===== src/rtl/trng_pkg.sv =====
// Shared types and default constants for the TRNG byte collector.
package trng_pkg;

  localparam int BYTE_W             = 8;
  localparam int REP_LIMIT_DEFAULT  = 32;
  localparam int FIFO_DEPTH_DEFAULT = 4;

  // Von Neumann debias state: waiting for the first or the second bit of a pair.
  typedef enum logic {
    VN_IDLE       = 1'b0,
    VN_HAVE_FIRST = 1'b1
  } vn_state_t;

endpackage


===== src/rtl/byte_fifo.sv =====
// Small synchronous FIFO with a flush input and a count output.
// An empty FIFO presents zero on data_out; pop is ignored while empty, and a
// push into a full FIFO is accepted only when a pop frees a slot in the same cycle.
module byte_fifo #(
  parameter int WIDTH = 8,
  parameter int DEPTH = 4
) (
  input  logic                       clk,
  input  logic                       reset,
  input  logic                       push,
  input  logic                       pop,
  input  logic                       flush,
  input  logic [WIDTH-1:0]           data_in,
  output logic [WIDTH-1:0]           data_out,
  output logic [$clog2(DEPTH):0]     level,
  output logic                       full,
  output logic                       empty
);

  localparam int AW = $clog2(DEPTH);
  localparam int LW = AW + 1;

  logic [WIDTH-1:0] mem [DEPTH];
  logic [AW-1:0]    rd_ptr;
  logic [AW-1:0]    wr_ptr;
  logic [LW-1:0]    count;
  logic             do_pop;
  logic             do_push;

  assign empty    = (count == '0);
  assign full     = (count == LW'(DEPTH));
  assign do_pop   = pop && !empty;
  assign do_push  = push && (!full || do_pop);
  assign level    = count;
  assign data_out = empty ? '0 : mem[rd_ptr];

  // Pointer and count update; flush empties the queue without touching storage.
  always_ff @(posedge clk) begin
    if (reset || flush) begin
      rd_ptr <= '0;
      wr_ptr <= '0;
      count  <= '0;
    end else begin
      if (do_pop)  rd_ptr <= rd_ptr + 1'b1;
      if (do_push) wr_ptr <= wr_ptr + 1'b1;
      case ({do_push, do_pop})
        2'b10:   count <= count + 1'b1;
        2'b01:   count <= count - 1'b1;
        default: count <= count;
      endcase
    end
  end

  // Storage write; entries are only read while counted as valid.
  always_ff @(posedge clk) begin
    if (do_push && !reset && !flush) mem[wr_ptr] <= data_in;
  end

endmodule


===== src/rtl/trng_byte_collector.sv =====
// Von Neumann debiaser, repetition-count health test and byte packer feeding a
// byte FIFO with a valid/ready output.
// Output handshake: a byte transfers on a rising edge where byte_valid and
// byte_ready are both high; byte_valid never depends on byte_ready.
module trng_byte_collector
  import trng_pkg::*;
#(
  parameter int FIFO_DEPTH = FIFO_DEPTH_DEFAULT,
  parameter int REP_LIMIT  = REP_LIMIT_DEFAULT
) (
  input  logic                          clk,
  input  logic                          reset,
  input  logic                          bit_in,
  input  logic                          bit_valid,
  output logic [BYTE_W-1:0]             byte_out,
  output logic                          byte_valid,
  input  logic                          byte_ready,
  output logic                          health_fail,
  output logic                          overflow,
  output logic [$clog2(FIFO_DEPTH):0]   fifo_level
);

  vn_state_t         vn_state;
  vn_state_t         vn_next;
  logic              vn_first;
  logic [2:0]        bit_cnt;
  logic [BYTE_W-1:0] shreg;
  logic [7:0]        rep_cnt;
  logic [7:0]        rep_next;
  logic              rep_prev;
  logic              limit_hit;
  logic              hold;
  logic              emit;
  logic              byte_done;
  logic              push;
  logic              fifo_full;
  logic              fifo_empty;
  logic [BYTE_W-1:0] new_byte;

  // A pair of differing raw bits yields one debiased bit equal to the first.
  assign emit      = bit_valid && (vn_state == VN_HAVE_FIRST) && (bit_in != vn_first) && !hold;
  assign byte_done = emit && (bit_cnt == 3'd7);
  assign new_byte  = {shreg[BYTE_W-2:0], vn_first};
  // The cycle the limit trips already behaves as a failed cycle, so the flush
  // and the sticky flag become visible together on the next edge.
  assign hold      = health_fail || limit_hit;
  assign push      = byte_done && !hold;
  assign byte_valid = !fifo_empty;

  // Repetition count for the incoming raw bit; zero means no bit seen yet.
  always_comb begin
    rep_next = rep_cnt;
    if (rep_cnt == 8'd0 || bit_in != rep_prev) begin
      rep_next = 8'd1;
    end else if (rep_cnt != 8'(REP_LIMIT)) begin
      rep_next = rep_cnt + 8'd1;
    end
    limit_hit = bit_valid && (rep_next == 8'(REP_LIMIT));
  end

  // Repetition counter registers.
  always_ff @(posedge clk) begin
    if (reset) begin
      rep_cnt  <= 8'd0;
      rep_prev <= 1'b0;
    end else if (bit_valid) begin
      rep_cnt  <= rep_next;
      rep_prev <= bit_in;
    end
  end

  // Sticky status flags.
  always_ff @(posedge clk) begin
    if (reset) begin
      health_fail <= 1'b0;
      overflow    <= 1'b0;
    end else begin
      if (limit_hit) health_fail <= 1'b1;
      if (push && fifo_full && !(byte_ready && byte_valid)) overflow <= 1'b1;
    end
  end

  // Debias FSM state register.
  always_ff @(posedge clk) begin
    if (reset) vn_state <= VN_IDLE;
    else       vn_state <= vn_next;
  end

  // Debias FSM next state; held idle while the health test is failing.
  always_comb begin
    vn_next = vn_state;
    if (hold) begin
      vn_next = VN_IDLE;
    end else if (bit_valid) begin
      case (vn_state)
        VN_IDLE:       vn_next = VN_HAVE_FIRST;
        VN_HAVE_FIRST: vn_next = VN_IDLE;
        default:       vn_next = VN_IDLE;
      endcase
    end
  end

  // First bit of the current pair.
  always_ff @(posedge clk) begin
    if (reset)                                  vn_first <= 1'b0;
    else if (bit_valid && vn_state == VN_IDLE)  vn_first <= bit_in;
  end

  // MSB-first packer; the counter wraps to zero after the eighth bit.
  always_ff @(posedge clk) begin
    if (reset) begin
      bit_cnt <= 3'd0;
      shreg   <= '0;
    end else if (hold) begin
      bit_cnt <= 3'd0;
    end else if (emit) begin
      shreg   <= new_byte;
      bit_cnt <= bit_cnt + 3'd1;
    end
  end

  byte_fifo #(
    .WIDTH (BYTE_W),
    .DEPTH (FIFO_DEPTH)
  ) u_fifo (
    .clk      (clk),
    .reset    (reset),
    .push     (push),
    .pop      (byte_ready),
    .flush    (hold),
    .data_in  (new_byte),
    .data_out (byte_out),
    .level    (fifo_level),
    .full     (fifo_full),
    .empty    (fifo_empty)
  );

endmodule


===== config.mk =====
export PLATFORM = sky130hd
export DESIGN_NAME = trng_byte_collector
export DESIGN_NICKNAME = d
export VERILOG_FILES = /design/src/rtl/trng_pkg.sv /design/src/rtl/byte_fifo.sv /design/src/rtl/trng_byte_collector.sv
export SDC_FILE = /design/constraint.sdc
export NUM_CORES = 1
export LEC_CHECK = 0
export ABC_AREA = 1
export BUFFER_PORTS_ARGS = -buffer_cell sky130_fd_sc_hd__buf_2
export CAP_MARGIN = 20
export CORE_MARGIN = 2
export CORE_UTILIZATION = 40
export CTS_CLUSTER_DIAMETER = 30
export DETAILED_ROUTE_END_ITERATION = 10
export PLACE_DENSITY = 0.53
export SLEW_MARGIN = 20
export SYNTH_ARGS = -nofsm -noshare
export SYNTH_HDL_FRONTEND = slang
export SYNTH_HIERARCHICAL = 1
export SYNTH_SLANG_ARGS = --single-unit

===== constraint.sdc =====
create_clock -name clk -period 3.9 [get_ports clk]
set_clock_uncertainty 0.1 [all_clocks]
set_input_delay 0.585 -clock clk [delete_from_list [all_inputs] [get_ports clk]]
set_output_delay 0.585 -clock clk [all_outputs]
set_load 0.05 [all_outputs]

==> flow_summary.toml, run 1 <==
[detailed_routing]
route.vias.total = 2213
drt_iter0_drc = 71
post-route-drc-count = 0
via_per_inst = 4.72
drtAntennaViolNets = 0
avgRoutedWirePerCell_um = 12.8
firstDrtPassIters = 4
wirelength_um = 6020

[die]
die_h_um = 91.1
die_x_um = 91.1
die-area_mm2 = 0.00830
initial_utilization_pct = 41.6
std_cell_rows = 31
fp.coreArea_mm2 = 0.00729
io_pins = 19

[logic_synthesis]
synth_top_cell_by_area = "edfxtp_1"
synth_top_area_share_pct = 31.7
synth_seq_cells = 64
synthDistinctLibCells = 32
synth_area_per_cell_um2 = 8.95
ys_seq_area_share_pct = 52.8
yosys-top-cells-area = "edfxtp_1 32%, dfxtp_1 21%, nor2_1 8.0%, nand2_1 6.1%, inv_1 4.1%"
synth_area_mm2 = 0.00304
yosysWarnings = 6
syn_nets = 354
syn_inst = 339

[timing]
fin_ws_ns = 0.865
post-route-period-util_pct = 77.8
finalHoldViolCount = 0
max_slew.worst_pin.slew_ns = 0.661
fmax_mhz = 330
setup_viol = 0
relSlewSlack_pct = 55.9
fin_tns_setup_ns = 0
period_needed_ns = 3.03
slew_violations = 0
rsz0062_at_grt = "no"

[clock_network]
cts_buffers = 9
insertion_delay_ns = 0.33
path_clk_slew_ns = 0.07
htreeDepth = 3
clkSinkCount = 64
cts-root-buf = "clkbuf_8"
tritoncts = "yes"
cts_hold_buffers = 0
post_cts_buffers = 0
cts.repair.resized = 0
cts_buffer_depth = 2

[placed_design]
pre_cts_ws_ns = 0.840
port_buffers = 18
globalplace.congestion = 0.809
place_hpwl_um = 3970

[critical_path]
worstPathMaxFanout = 10
critical_path.startpoint = "rep_cnt[0]$_SDFFE_PP0P_"
start_kind = "flop"
worstPathArrival_ns = 3.17
crit_path_end_kind = "flop"
r2r_start = "rep_cnt[0]$_SDFFE_PP0P_"
crit_type = "reg2reg"
cp.required_ns = 4.04

[pwr]
power_w = 0.00155
p_leak_nw = 1.35
p_per_area_mw_per_mm2 = 455
peakVddDrop_mv = 0.165

[global_routing]
grt.overflow.total = 0
grt_pass1_wl_um = 9680
antenna_found_initial = 0
grt_pass1_vias = 1972
track_usage_pct = 15.0
grt_max_degree = 18

[outcome]
status = "finished clean"

[cells_and_area]
num-nets-final = 380
synthToLayoutAreaGrowth_pct = 12.2
drive_gt1_share_pct = 18.1
antennaDiodeCount = 0

[worst_hold_path]
hold_start = "overflow$_SDFFE_PP0P_"
hp-class = "reg2reg"

[flow_run]
drv_cap = 0
==> per-stage QoR <==
stage          std cells  hold WS, ns  utilization [%]  area, um^2
5_1_grt              469        0.381             46.7        3400
4_1_cts              469        0.367             46.7        3400
3_3_place_gp         453        0.344             44.2        3220
2_1_floorplan        339        0.344                -        3040
6_report             469        0.365             46.7        3400
3_5_place_dp         453        0.351             44.2        3220
==> critical path, cell delays in order (launching register included) <==
cell and delay [ns]:
dfxtp_1 0.41, inv_1 0.10, ha_1 0.22, nand2_1 0.11
nor2_1 0.08, nor2_4 0.15, nand3_1 0.13, nor2_1 0.13
nand3_2 0.08, nor2_2 0.15, nor2_4 0.06, nand2_4 0.11
nor2_1 0.11, nand2_1 0.09, ha_1 0.15, inv_1 0.06
fa_1 0.38, inv_1 0.06, nand2_1 0.04, nand3_1 0.07
nand2_1 0.05, nand2_1 0.05, nor2_1 0.04
==> layer usage <==
metal / wire length, um / global-route usage (%) / vias up
met3: 191 / 3.07 / 6
met1: 3070 / 20.7 / 1000
met2: 2680 / 22.3 / 34
li1: - / - / 1173
met5: 0 / 0 / -
met4: 80 / 7.95 / 0
==> cell usage after synthesis <==
master / count
nor3_1: 1
fa_1: 1
inv_1: 33
nand3_1: 16
nor2_1: 65
nand2_4: 1
xnor2_1: 1
buf_2: 2
a21oi_1: 24
nor2_4: 2
a21oi_2: 6
clkbuf_1: 1
xor2_1: 5
o21ai_0: 16
buf_4: 2
buf_1: 1
o21bai_1: 1
ha_1: 9
edfxtp_1: 32
nand3_2: 10
nand4_2: 1
o21ai_1: 10
nor2_2: 4
dfxtp_1: 32
buf_8: 1
inv_2: 5
a21boi_0: 1
nand2_2: 1
nand2_1: 49
buf_6: 2
a211oi_1: 2
nand4_1: 2
==> flip-flops by register name, indices dropped and copies added (netlist names), named ones only <==
register,flops
bit_cnt,3
health_fail,1
overflow,1
rep_cnt,8
rep_prev,1
shreg,7
u_fifo/level,3
u_fifo/mem,32
u_fifo/rd_ptr,2
u_fifo/wr_ptr,2
vn_first,1
vn_state,1
==> placed cells by master, fill, tap and decap left out, types with 2 or more instances in the layout <==
cell type | netlist | layout
dfxtp_1 | 32 | 32
nand3_1 | 16 | 16
clkbuf_8 | 0 | 9
buf_4 | 2 | 6
edfxtp_1 | 32 | 32
clkbuf_1 | 1 | 3
nand3_2 | 10 | 10
buf_2 | 2 | 18
a21oi_1 | 24 | 24
o21ai_1 | 10 | 10
a21oi_2 | 6 | 6
a211oi_1 | 2 | 2
nor2_2 | 4 | 4
nand4_1 | 2 | 2
clkinv_2 | 0 | 3
inv_1 | 33 | 33
o21ai_0 | 16 | 16
nor2_1 | 65 | 65
xor2_1 | 5 | 5
ha_1 | 9 | 9
nand2_1 | 49 | 49
inv_2 | 5 | 5
nor2_4 | 2 | 2
==> path summary, 6_finish.rpt <==
check	cells after the start	to	slack [ns]
setup / recovery	22	u_fifo/level[2]$_SDFFE_PP0P_	0.87
hold / removal	2	overflow$_SDFFE_PP0P_	0.37
setup reg to reg	22	u_fifo/level[2]$_SDFFE_PP0P_	0.87
hold reg to reg	2	overflow$_SDFFE_PP0P_	0.37
==> layout make-up <==
class                   instances  area, um^2
clock buffers                  12         135
clock inverters                 4        45.0
fillers                       741        3890
inverters                      38         143
multi-input cells             228        1220
flip-flops and latches         64        1600
well taps                      99         124
repair buffers                 24         135
==> cell families after synthesis <==
logic type	Yosys count	synth area share, %
AOI/OAI and AO/OA	60	11.0
buffers and inverters	47	7.01
DFF	64	52.8
adders and majority gates	10	4.37
and+or+nand+nor	152	23.2
xor gates and xnor gates	6	1.73
==> where the power goes <==
| group | internal [W] | switching (W) | total [W] | leakage [nW] |
|---|---|---|---|---|
| Combinational | 0.0000642 | 0.000203 | 0.000267 | 0.709 |
| Clock | 0.000293 | 0.000244 | 0.000537 | 0.0941 |
| Sequential | 0.000716 | 0.0000278 | 0.000744 | 0.549 |
| Total | 0.00107 | 0.000475 | 0.00155 | 1.35 |
(Power assumes the default switching activity.)
==> inputs of run 2 (changes only) <==
==> constraint.sdc (replaced) <==
create_clock -name clk -period 3.2 [get_ports clk]
set_clock_uncertainty 0.1 [all_clocks]
set_input_delay 0.48 -clock clk [delete_from_list [all_inputs] [get_ports clk]]
set_output_delay 0.48 -clock clk [all_outputs]
set_load 0.05 [all_outputs]
==> run 2 against run 1 <==
Compared with the run above:
- via count is 0.77% lower
- global-route usage increased by 0.95 points
- register-to-register slack worse by 0.60 ns
- power up 33%
- flip-flop and latch count is the same
- non-clock buffer count increased by 2
- routed wire length increased by 0.15%
- critical endpoint unchanged
- highest routed layer unchanged
==> flow_summary.toml, run 2 (synthesized netlist as in run 1, its figures left out) <==
[cells_and_area]
antennaDiodeCount = 0
multi_input_area_mm2 = 0.00122
top_regs = "u_fifo/mem: 32 flops, rep_cnt: 8 flops, shreg: 7 flops"
layout_common_cells = "64 x nor2_1, 49 x nand2_1, 33 x inv_1, 32 x dfxtp_1, 32 x edfxtp_1"
num-nets-final = 382
top_register = "u_fifo/mem"
fillers = 743
drive_gt1_share_pct = 18.8
synthToLayoutAreaGrowth_pct = 14.7
final_util_pct = 47.7
largest_reg_flops = 32
final_common_cell = "nor2_1"
regArea_mm2 = 0.00160

[critical_path]
worstPathMaxFanout = 10
path_cells = "inv_1, ha_1, nand2_1, nor2_1, nor2_4, nand3_1, nor2_1, nand3_2, nor2_2, nor2_4, nand2_4, nor2_1, nand2_1, ha_1, inv_1, fa_1, inv_1, nand2_1, nand3_1, nand2_1, nand2_1, nor2_1"
crit_path_end_kind = "flop"
crit_path_max_incr_delay_ns = 0.39
ff2ff_setup_slack_ns = 0.26
worst_r2r_path_depth = 22
cp.required_ns = 3.32
start_kind = "flop"
cp-endpoint = "u_fifo/level[2]$_SDFFE_PP0P_"
cpMostUsedCell = "nand2_1"
r2r_start = "rep_cnt[0]$_SDFFE_PP0P_"
critical_path.startpoint = "rep_cnt[0]$_SDFFE_PP0P_"
r2r_end = "u_fifo/level[2]$_SDFFE_PP0P_"
crit_type = "reg2reg"
cp_slowest_cell = "dfxtp_1"
worstPathArrival_ns = 3.06

[timing]
max_slew.worst_pin.slew_ns = 0.653
rsz0062_at_grt = "no"
fmax_mhz = 341
finalHoldViolCount = 0
slew_violations = 0
fin_tns_setup_ns = 0
post-route-period-util_pct = 91.8
period_needed_ns = 2.94
relSlewSlack_pct = 56.4
setup_viol = 0

[global_routing]
grt_pass1_wl_um = 10200
grt_pass1_vias = 2118
grt_max_degree = 18
track_usage_pct = 16.0
antenna_found_initial = 0
grt.overflow.total = 0

[detailed_routing]
via_per_inst = 4.66
post-route-drc-count = 0
wirelength_um = 6030
drtAntennaViolNets = 0
drt_iter0_drc = 105
route.vias.total = 2196
firstDrtPassIters = 4
avgRoutedWirePerCell_um = 12.8

[die]
die-area_mm2 = 0.00830
std_cell_rows = 31
io_pins = 19
fp.coreArea_mm2 = 0.00729
die_h_um = 91.1
die_x_um = 91.1
initial_utilization_pct = 41.6

[worst_hold_path]
hp-class = "in2reg"

[pwr]
power_w = 0.00206
p_leak_nw = 1.39
p_per_area_mw_per_mm2 = 593
peakVddDrop_mv = 0.241

[clock_network]
cts_buffer_depth = 2
insertion_delay_ns = 0.33
cts_hold_buffers = 0
cts_buffers = 9
tritoncts = "yes"
htreeDepth = 3
post_cts_buffers = 0
clkSinkCount = 64
path_clk_slew_ns = 0.07
cts-root-buf = "clkbuf_8"

[placed_design]
place_hpwl_um = 4000
globalplace.congestion = 0.820
port_buffers = 18

[outcome]
status = "finished clean"

[flow_run]
drv_cap = 0
run 2: cell types whose count changed in the layout (fill, tap and decap cells not counted):
cell	previous run	this run
nor2_2	4	5
clkbuf_1	3	2
clkbuf_8	9	10
buf_4	6	8
nor2_1	65	64
clkinv_2	3	0
bufinv_16	1	3
clkinv_1	0	1
run 2: worst min path at each step:
stage | cells past startpoint | endpoint | start | slack, ns
2_1_floorplan | 2 | bit_cnt[1]$_SDFFE_PP0P_ | bit_cnt[1]$_SDFFE_PP0P_ | 0.34
3_3_place_gp | 2 | overflow$_SDFFE_PP0P_ | overflow$_SDFFE_PP0P_ | 0.35
3_5_place_dp | 2 | overflow$_SDFFE_PP0P_ | overflow$_SDFFE_PP0P_ | 0.35
4_1_cts | 3 | rep_prev$_SDFFE_PP0P_ | bit_in | 0.34
5_1_grt | 2 | overflow$_SDFFE_PP0P_ | overflow$_SDFFE_PP0P_ | 0.37
6_report | 3 | rep_prev$_SDFFE_PP0P_ | bit_in | 0.35
run 2: repair_timing:
item / CTS / global route
hold endpoints to repair: 0 / 0
setup endpoints to repair: 0 / 1
gates resized for setup: 0 / 1
run 2: per-layer routing:
| metal | track usage [%] | up-vias | share of wire [%] |
|---|---|---|---|
| li1 | - | 1173 | - |
| met3 | 2.74 | 8 | 2.0 |
| met4 | 8.21 | 0 | 2.0 |
| met2 | 25.2 | 24 | 47 |
| met1 | 21.2 | 991 | 49 |
| met5 | 0 | - | 0 |
run 2: area by class of cell:
class / count / share of cell area (%)
multi-input cells: 228 / 35.2
well taps: 99 / 3.56
repair buffers: 26 / 4.31
flip-flops and latches: 64 / 46.0
clock buffers: 12 / 4.17
clock inverters: 4 / 2.70
inverters: 38 / 4.10
run 2: critical path: cells and delay by family (launching register included):
kind	cells	cell delay, ns
AND/OR/NAND/NOR	16	1.32
adder cells (fa/ha/maj)	3	0.77
flip-flops	1	0.39
buffers and inverters	3	0.22
run 2: metrics by stage:
step	instances	cell area, um^2	setup WS [ns]	hold WS, ns
2_1_floorplan	339	3040	0.414	0.344
3_3_place_gp	455	3240	0.389	0.349
3_5_place_dp	455	3240	0.293	0.351
4_1_cts	471	3480	0.274	0.340
5_1_grt	471	3480	0.0363	0.372
6_report	471	3480	0.263	0.354
run 2: where the power goes:
part	switching (W)	internal, W
combinational	0.000248	0.0000800
clock	0.000292	0.000537
sequential	0.0000326	0.000873
total	0.000573	0.00149
